--- src/rtl/fiber_link_monitor_if.sv ---
// fiber_link_monitor_if: fibre receive inputs and fault-status outputs of the link monitor
interface fiber_link_monitor_if #(parameter int CH_NUM = 4);
  logic              time_1us;
  logic              reset_unit;
  logic [CH_NUM-1:0] comm_r;
  logic [CH_NUM-1:0] ch_mask;
  logic [CH_NUM-1:0] link_err;
  logic              any_err;
  logic              first_err_vld;
  logic [3:0]        first_err_ch;
  logic [7:0]        err_event_cnt;
  modport master (
    output time_1us, reset_unit, comm_r, ch_mask,
    input  link_err, any_err, first_err_vld, first_err_ch, err_event_cnt
  );
  modport slave (
    input  time_1us, reset_unit, comm_r, ch_mask,
    output link_err, any_err, first_err_vld, first_err_ch, err_event_cnt
  );
endinterface

--- src/rtl/fiber_link_monitor.sv ---
// fiber_link_monitor: per-channel fibre idle-high timeout detector with masking, recovery,
// first-fault capture and a saturating fault-event counter
module fiber_link_monitor #(
  parameter int CH_NUM     = 4,
  parameter int CNT_W      = 8,
  parameter int TIMEOUT_US = 20,
  parameter int RECOVER_US = 5,
  parameter bit LATCH      = 1'b1
) (
  input logic                clk,
  input logic                rst,
  fiber_link_monitor_if.slave bus
);
  typedef enum logic [1:0] {OK, PEND, FAULT, RECOV} state_e;
  localparam logic [CNT_W-1:0] TO_LAST = CNT_W'(TIMEOUT_US - 1);
  localparam logic [CNT_W-1:0] RC_LAST = CNT_W'(RECOVER_US - 1);
  logic [2:0]        t_q;
  logic [CH_NUM-1:0] c_meta_q, comm_s_q;
  state_e            st_q [CH_NUM];
  state_e            st_d [CH_NUM];
  logic [CNT_W-1:0]  cnt_q [CH_NUM];
  logic [CNT_W-1:0]  cnt_d [CH_NUM];
  logic [CH_NUM-1:0] pf, link_err_d, link_err_q;
  logic              any_err_q, first_vld_q, first_vld_d;
  logic [3:0]        first_ch_q, first_ch_d, pf_idx;
  logic [7:0]        evt_q, evt_d;
  logic              tick;
  // falling edge of the synchronised 1 us strobe
  assign tick = t_q[2] & ~t_q[1];
  always_comb begin
    pf = '0;
    link_err_d = '0;
    for (int i = 0; i < CH_NUM; i++) begin
      st_d[i] = st_q[i];
      cnt_d[i] = cnt_q[i];
      if (bus.reset_unit || bus.ch_mask[i]) begin
        st_d[i] = OK;
        cnt_d[i] = '0;
      end else begin
        case (st_q[i])
          OK: if (comm_s_q[i]) begin
            st_d[i] = PEND;
            cnt_d[i] = '0;
          end
          PEND: if (!comm_s_q[i]) begin
            st_d[i] = OK;
            cnt_d[i] = '0;
          end else if (tick) begin
            st_d[i] = (cnt_q[i] == TO_LAST) ? FAULT : PEND;
            cnt_d[i] = (cnt_q[i] == TO_LAST) ? '0 : cnt_q[i] + CNT_W'(1);
            pf[i] = (cnt_q[i] == TO_LAST);
          end
          FAULT: if (!LATCH && !comm_s_q[i]) begin
            st_d[i] = RECOV;
            cnt_d[i] = '0;
          end
          RECOV: if (comm_s_q[i]) begin
            st_d[i] = FAULT;
            cnt_d[i] = '0;
          end else if (tick) begin
            st_d[i] = (cnt_q[i] == RC_LAST) ? OK : RECOV;
            cnt_d[i] = (cnt_q[i] == RC_LAST) ? '0 : cnt_q[i] + CNT_W'(1);
          end
          default: begin
            st_d[i] = OK;
            cnt_d[i] = '0;
          end
        endcase
      end
      link_err_d[i] = (st_d[i] == FAULT) || (st_d[i] == RECOV);
    end
  end
  always_comb begin
    pf_idx = '0;
    for (int i = CH_NUM - 1; i >= 0; i--) if (pf[i]) pf_idx = 4'(i);
    first_vld_d = bus.reset_unit ? 1'b0 : first_vld_q | (|pf);
    first_ch_d  = bus.reset_unit ? 4'd0 : (!first_vld_q && |pf) ? pf_idx : first_ch_q;
    evt_d       = (|pf && evt_q != 8'hFF) ? evt_q + 8'd1 : evt_q;
  end
  always_ff @(posedge clk) begin
    if (rst) begin
      t_q         <= '0;
      c_meta_q    <= '0;
      comm_s_q    <= '0;
      link_err_q  <= '0;
      any_err_q   <= 1'b0;
      first_vld_q <= 1'b0;
      first_ch_q  <= '0;
      evt_q       <= '0;
      for (int i = 0; i < CH_NUM; i++) begin
        st_q[i]  <= OK;
        cnt_q[i] <= '0;
      end
    end else begin
      t_q         <= {t_q[1:0], bus.time_1us};
      c_meta_q    <= bus.comm_r;
      comm_s_q    <= c_meta_q;
      link_err_q  <= link_err_d;
      any_err_q   <= |link_err_d;
      first_vld_q <= first_vld_d;
      first_ch_q  <= first_ch_d;
      evt_q       <= evt_d;
      st_q        <= st_d;
      cnt_q       <= cnt_d;
    end
  end
  assign bus.link_err      = link_err_q;
  assign bus.any_err       = any_err_q;
  assign bus.first_err_vld = first_vld_q;
  assign bus.first_err_ch  = first_ch_q;
  assign bus.err_event_cnt = evt_q;
endmodule
--- src/flat_wrapper.sv ---
// flat-port wrapper written by rule: the top's interface ports become plain ports
module fiber_link_monitor_flat 
#(
  parameter int CH_NUM     = 4,
  parameter int CNT_W      = 8,
  parameter int TIMEOUT_US = 20,
  parameter int RECOVER_US = 5,
  parameter bit LATCH      = 1'b1
)
  (clk, rst, bus_time_1us, bus_reset_unit, bus_comm_r, bus_ch_mask, bus_link_err, bus_any_err, bus_first_err_vld, bus_first_err_ch, bus_err_event_cnt);
  fiber_link_monitor_if #(.CH_NUM(CH_NUM)) bus_i ();
  input logic clk;
  input logic rst;
  input wire logic [$bits(bus_i.time_1us)-1:0] bus_time_1us;
  input wire logic [$bits(bus_i.reset_unit)-1:0] bus_reset_unit;
  input wire logic [$bits(bus_i.comm_r)-1:0] bus_comm_r;
  input wire logic [$bits(bus_i.ch_mask)-1:0] bus_ch_mask;
  output wire logic [$bits(bus_i.link_err)-1:0] bus_link_err;
  output wire logic [$bits(bus_i.any_err)-1:0] bus_any_err;
  output wire logic [$bits(bus_i.first_err_vld)-1:0] bus_first_err_vld;
  output wire logic [$bits(bus_i.first_err_ch)-1:0] bus_first_err_ch;
  output wire logic [$bits(bus_i.err_event_cnt)-1:0] bus_err_event_cnt;
  assign bus_i.time_1us = bus_time_1us;
  assign bus_i.reset_unit = bus_reset_unit;
  assign bus_i.comm_r = bus_comm_r;
  assign bus_i.ch_mask = bus_ch_mask;
  assign bus_link_err = bus_i.link_err;
  assign bus_any_err = bus_i.any_err;
  assign bus_first_err_vld = bus_i.first_err_vld;
  assign bus_first_err_ch = bus_i.first_err_ch;
  assign bus_err_event_cnt = bus_i.err_event_cnt;
  fiber_link_monitor #(.CH_NUM(CH_NUM), .CNT_W(CNT_W), .TIMEOUT_US(TIMEOUT_US), .RECOVER_US(RECOVER_US), .LATCH(LATCH)) u_core (.clk(clk), .rst(rst), .bus(bus_i));
endmodule
--- config.mk ---
export PLATFORM = sky130hd
export DESIGN_NAME = fiber_link_monitor_flat
export DESIGN_NICKNAME = d
export VERILOG_FILES = /design/src/rtl/fiber_link_monitor_if.sv /design/src/rtl/fiber_link_monitor.sv /design/src/flat_wrapper.sv
export SDC_FILE = /design/constraint.sdc
export NUM_CORES = 1
export LEC_CHECK = 0
export ABC_AREA = 1
export CELL_PAD_IN_SITES_DETAIL_PLACEMENT = 1
export CELL_PAD_IN_SITES_GLOBAL_PLACEMENT = 1
export CORE_MARGIN = 10
export CORE_UTILIZATION = 38
export CTS_CLUSTER_DIAMETER = 50
export DETAILED_ROUTE_END_ITERATION = 7
export HOLD_SLACK_MARGIN = 0.12
export PLACE_DENSITY_LB_ADDON = 0.1
export SYNTH_ARGS = -nofsm -noshare
export SYNTH_HDL_FRONTEND = slang
export SYNTH_SLANG_ARGS = --single-unit
export TNS_END_PERCENT = 10
--- constraint.sdc ---
create_clock -name clk -period 1.42 [get_ports clk]
set_input_delay 0.284 -clock clk [delete_from_list [all_inputs] [get_ports clk]]
set_output_delay 0.284 -clock clk [all_outputs]
set_load 0.005 [all_outputs]
==> run metrics <==
Clock Latency Late Sink=0.36 ns; R2R Setup Slk=-0.18 ns; Seq/Total Area, Yosys=between 30% and 40%; mean area per synthesized cell=approximately 6.8 sq um; worst slack, placed=-0.5736 ns; GRT overflow=0; Most Frequent Cell on Critical Path=nand2_1; Register Area=about 0.0014 sq mm; Final Hold Violating Endpoints=0; area of the core=0.009729 sq mm; CTS Hold Buffers Added=0; hold endpoint=u_core.t_q[1]; worst reg2reg path depth=11; CTS Root Cell=clkbuf_8; Synth cell types=44; Tmin final=1.600 ns; RePlAce Congestion=0.8412; total CTS buffers=9; WHS=0.4023 ns; TritonCTS clock tree=yes; status=finished with violations; clock share of power=40.9%; period utilization=112.7%; unrepaired setup endpoints after global routing=yes; I/O pin count=30; slowest cell delay on critical path=between 0.3 and 0.4 ns; Hold Path Origin=u_core.t_q[0]; port bufs=27; Synth top area share=35.45%; type of the tightest min-delay check=register to register; Total GRT Usage=16.41%; CP arrival=1.87 ns; switch share=26.72%; switching power total=1004 uW; Clock Skew=approximately 0.0087 ns; multi-input logic area=0.002492 sq mm; crit path capture type=register; initial core utilization=between 30 and 40%; Hold Crit Depth=2; r2r startpoint=u_core.cnt_q[9]; Final setup viols=33; CTS H-tree depth=3; Power Internal=2754 uW; crit-path max FO=3; maximum clock rate=0.6250 GHz; Final Max Slew Viols=0; Req. time, crit path=1.69 ns; critical path class=register to register; layout cells sized above 1=between 30% and 40%; DRC violations left=0; R2R Path End=u_core.bus.any_err; synthesized area=between 0.003 and 0.004 sq mm; max cap viols=0; Yosys top cell by area=dfxtp_1; Vias=approximately 4100; die area=0.01435 sq mm; Pleak=0.002418 uW; failing checks=negative setup slack; Peak VDD IR=356.8 uV; Comb pwr share=8.5%; CP cell instances=ha_4 -> inv_4 -> nor2_4 -> nand2_2 -> nor2_4 -> nand2_1 -> o21ai_0 -> nand2_1 -> nand2_1 -> nor2_1 -> a21oi_1; fill count=between 1000 and 1500; Antenna Nets Post-Route=0; vias in the first global route=4226; Crit-path slowest cell=dfxtp_2; FF+latch count, synth=67; wirelength, routed=~13 mm; Clock transition at path regs=approximately 0.08 ns; Via-to-Cell Ratio=slightly below 5; die height=about 120 microns; initial drt markers=between 150 and 200; CTS Buffer Depth=2; total clock sinks=67; sequential power share=about half; Post-Syn Instances=554; # rows=36; area growth from synthesis to layout=48.61%; CP Launch Type=register; TritonRoute pass-1 iters=4; initial antenna violation count=0; diode count=0; first-pass GRT wire length=19.70 mm; DR WL/cell=roughly 15 microns; nets=711; Power Density=668.3 mW/mm^2; Die Span X=about 120 microns; main area contributors after synthesis=dfxtp_1 (35%), nand2_1 (10%), nor2_1 (9.1%), inv_1 (7.8%), a21oi_1 (4.6%); Yosys warnings=0; HPWL after DPL=just under 9 mm; final worst slack=-0.1800 ns; largest net degree at the start of global routing=13
routing by layer:
layer / up-vias / wire length [microns] / global-route usage, %
met5: - / 0 / 0
met4: 0 / 282 / 5.204
met3: 20 / 329 / 3.610
met2: 51 / 6628 / 29.40
met1: 1992 / 5465 / 18.94
li1: 2049 / - / -
state kept, by name, indices dropped and copies added (netlist names):
register / flops
u_core.cnt_q: 32
u_core.bus.err_event_cnt: 8
u_core.st_q: 8
u_core.bus.link_err: 4
u_core.c_meta_q: 4
u_core.comm_s_q: 4
u_core.t_q: 3
u_core.bus.first_err_ch: 2
u_core.bus.any_err: 1
u_core.bus.first_err_vld: 1
final cells by class:
class / count / share of cell area, %
Inverter: 90 / 6.542
Timing Repair Buffer: 129 / 18.36
Tap cell: 133 / 2.960
Multi-Input combinational cell: 393 / 44.33
Sequential cell: 67 / 24.61
Clock buffer: 12 / 2.759
Clock inverter: 4 / 0.4450
worst max-delay path: cells and delay by family, from the launching register on:
| kind | cells | cell delay [ns] |
|---|---|---|
| AND/OR/NAND/NOR | 7 | 0.69 |
| flip-flops | 1 | 0.36 |
| AO/OA/AOI/OAI | 2 | 0.27 |
| adder cells (fa/ha/maj) | 1 | 0.15 |
| buffers and inverters | 1 | 0.04 |
synthesized netlist by cell type, drive strengths merged:
cell      n
xnor2     1
nand4    14
a21boi    1
a211oi    1
xor2      3
clkbuf    3
o21ai    22
ha        9
inv      90
a31oi     2
nand3    42
dfxtp    67
o31ai     3
o22ai     1
nand2   117
conb      1
nor2    100
nor3     19
o21bai    1
buf       4
nand3b    1
a21oi    35
o211ai    3
nor3b     7
o21a      2
or2       2
and3      3
kinds of logic (layout without fill, tap and decap cells):
family	Yosys count	in the layout	synth area share [%]
buffers and inverters	97	235	10.18
DFF	67	67	35.45
adders and majority gates	9	9	2.976
other	1	2	0.09911
and+or+nand+nor	305	307	39.91
xor gates and xnor gates	4	4	0.9261
AOI/OAI and AO/OA	71	71	10.45
layout by cell type, fill, tap and decap left out, drive strengths merged, types with 3 or more instances in the layout:
| master | instances |
|---|---|
| nor2 | 101 |
| and3 | 3 |
| dfxtp | 67 |
| clkdlybuf4s50 | 11 |
| clkbuf | 12 |
| o21ai | 22 |
| nand3 | 42 |
| o211ai | 3 |
| nand4 | 14 |
| inv | 90 |
| nor3 | 19 |
| nand2 | 118 |
| ha | 9 |
| xor2 | 3 |
| buf | 102 |
| nor3b | 7 |
| o31ai | 3 |
| a21oi | 35 |
| dlygate4sd2 | 14 |
power groups by stage:
| stage | registers, uW | clock network (uW) | logic, uW |
|---|---|---|---|
| global placement | 1950 | 0 | 264 |
| finish | 1900 | 1540 | 319 |
| detailed placement | 1950 | 0 | 273 |
| floorplan | 1950 | 0 | 136 |
| global route | 1900 | 1640 | 350 |
| CTS | 1900 | 1530 | 285 |
worst max-delay path by stage:
stage,start,endpoint
after floorplan,u_core.cnt_q[9],u_core.bus.first_err_ch[0]
after global placement,bus_reset_unit,u_core.bus.first_err_ch[0]
after detailed placement,bus_reset_unit,u_core.bus.first_err_ch[0]
after CTS,u_core.cnt_q[8],u_core.bus.first_err_ch[1]
after global routing,u_core.cnt_q[10],u_core.cnt_q[15]
final,u_core.cnt_q[9],u_core.bus.any_err
per-stage QoR:
stage	util, %	power, uW	area (sq um)	setup TNS [ns]	instances
after global placement	50.21	2214	4885	-13.21	799
after CTS	54.14	3721	5268	-4.067	819
final	57.79	3758	5623	-2.320	828
after global routing	57.79	3898	5623	-7.106	828
after detailed placement	50.21	2224	4885	-15.39	799
after floorplan	-	2085	3807	-0.001178	555
timing repair:
action | 4_1_cts | 5_1_grt
cloned | 1 | 1
setup buffers | 3 | 9
setup endpoints to repair | 69 | 58
resized for setup | 73 | 93
endpoints found under the hold margin | 0 | 0
pin swaps | 19 | 33
(Power assumes the default switching activity.)
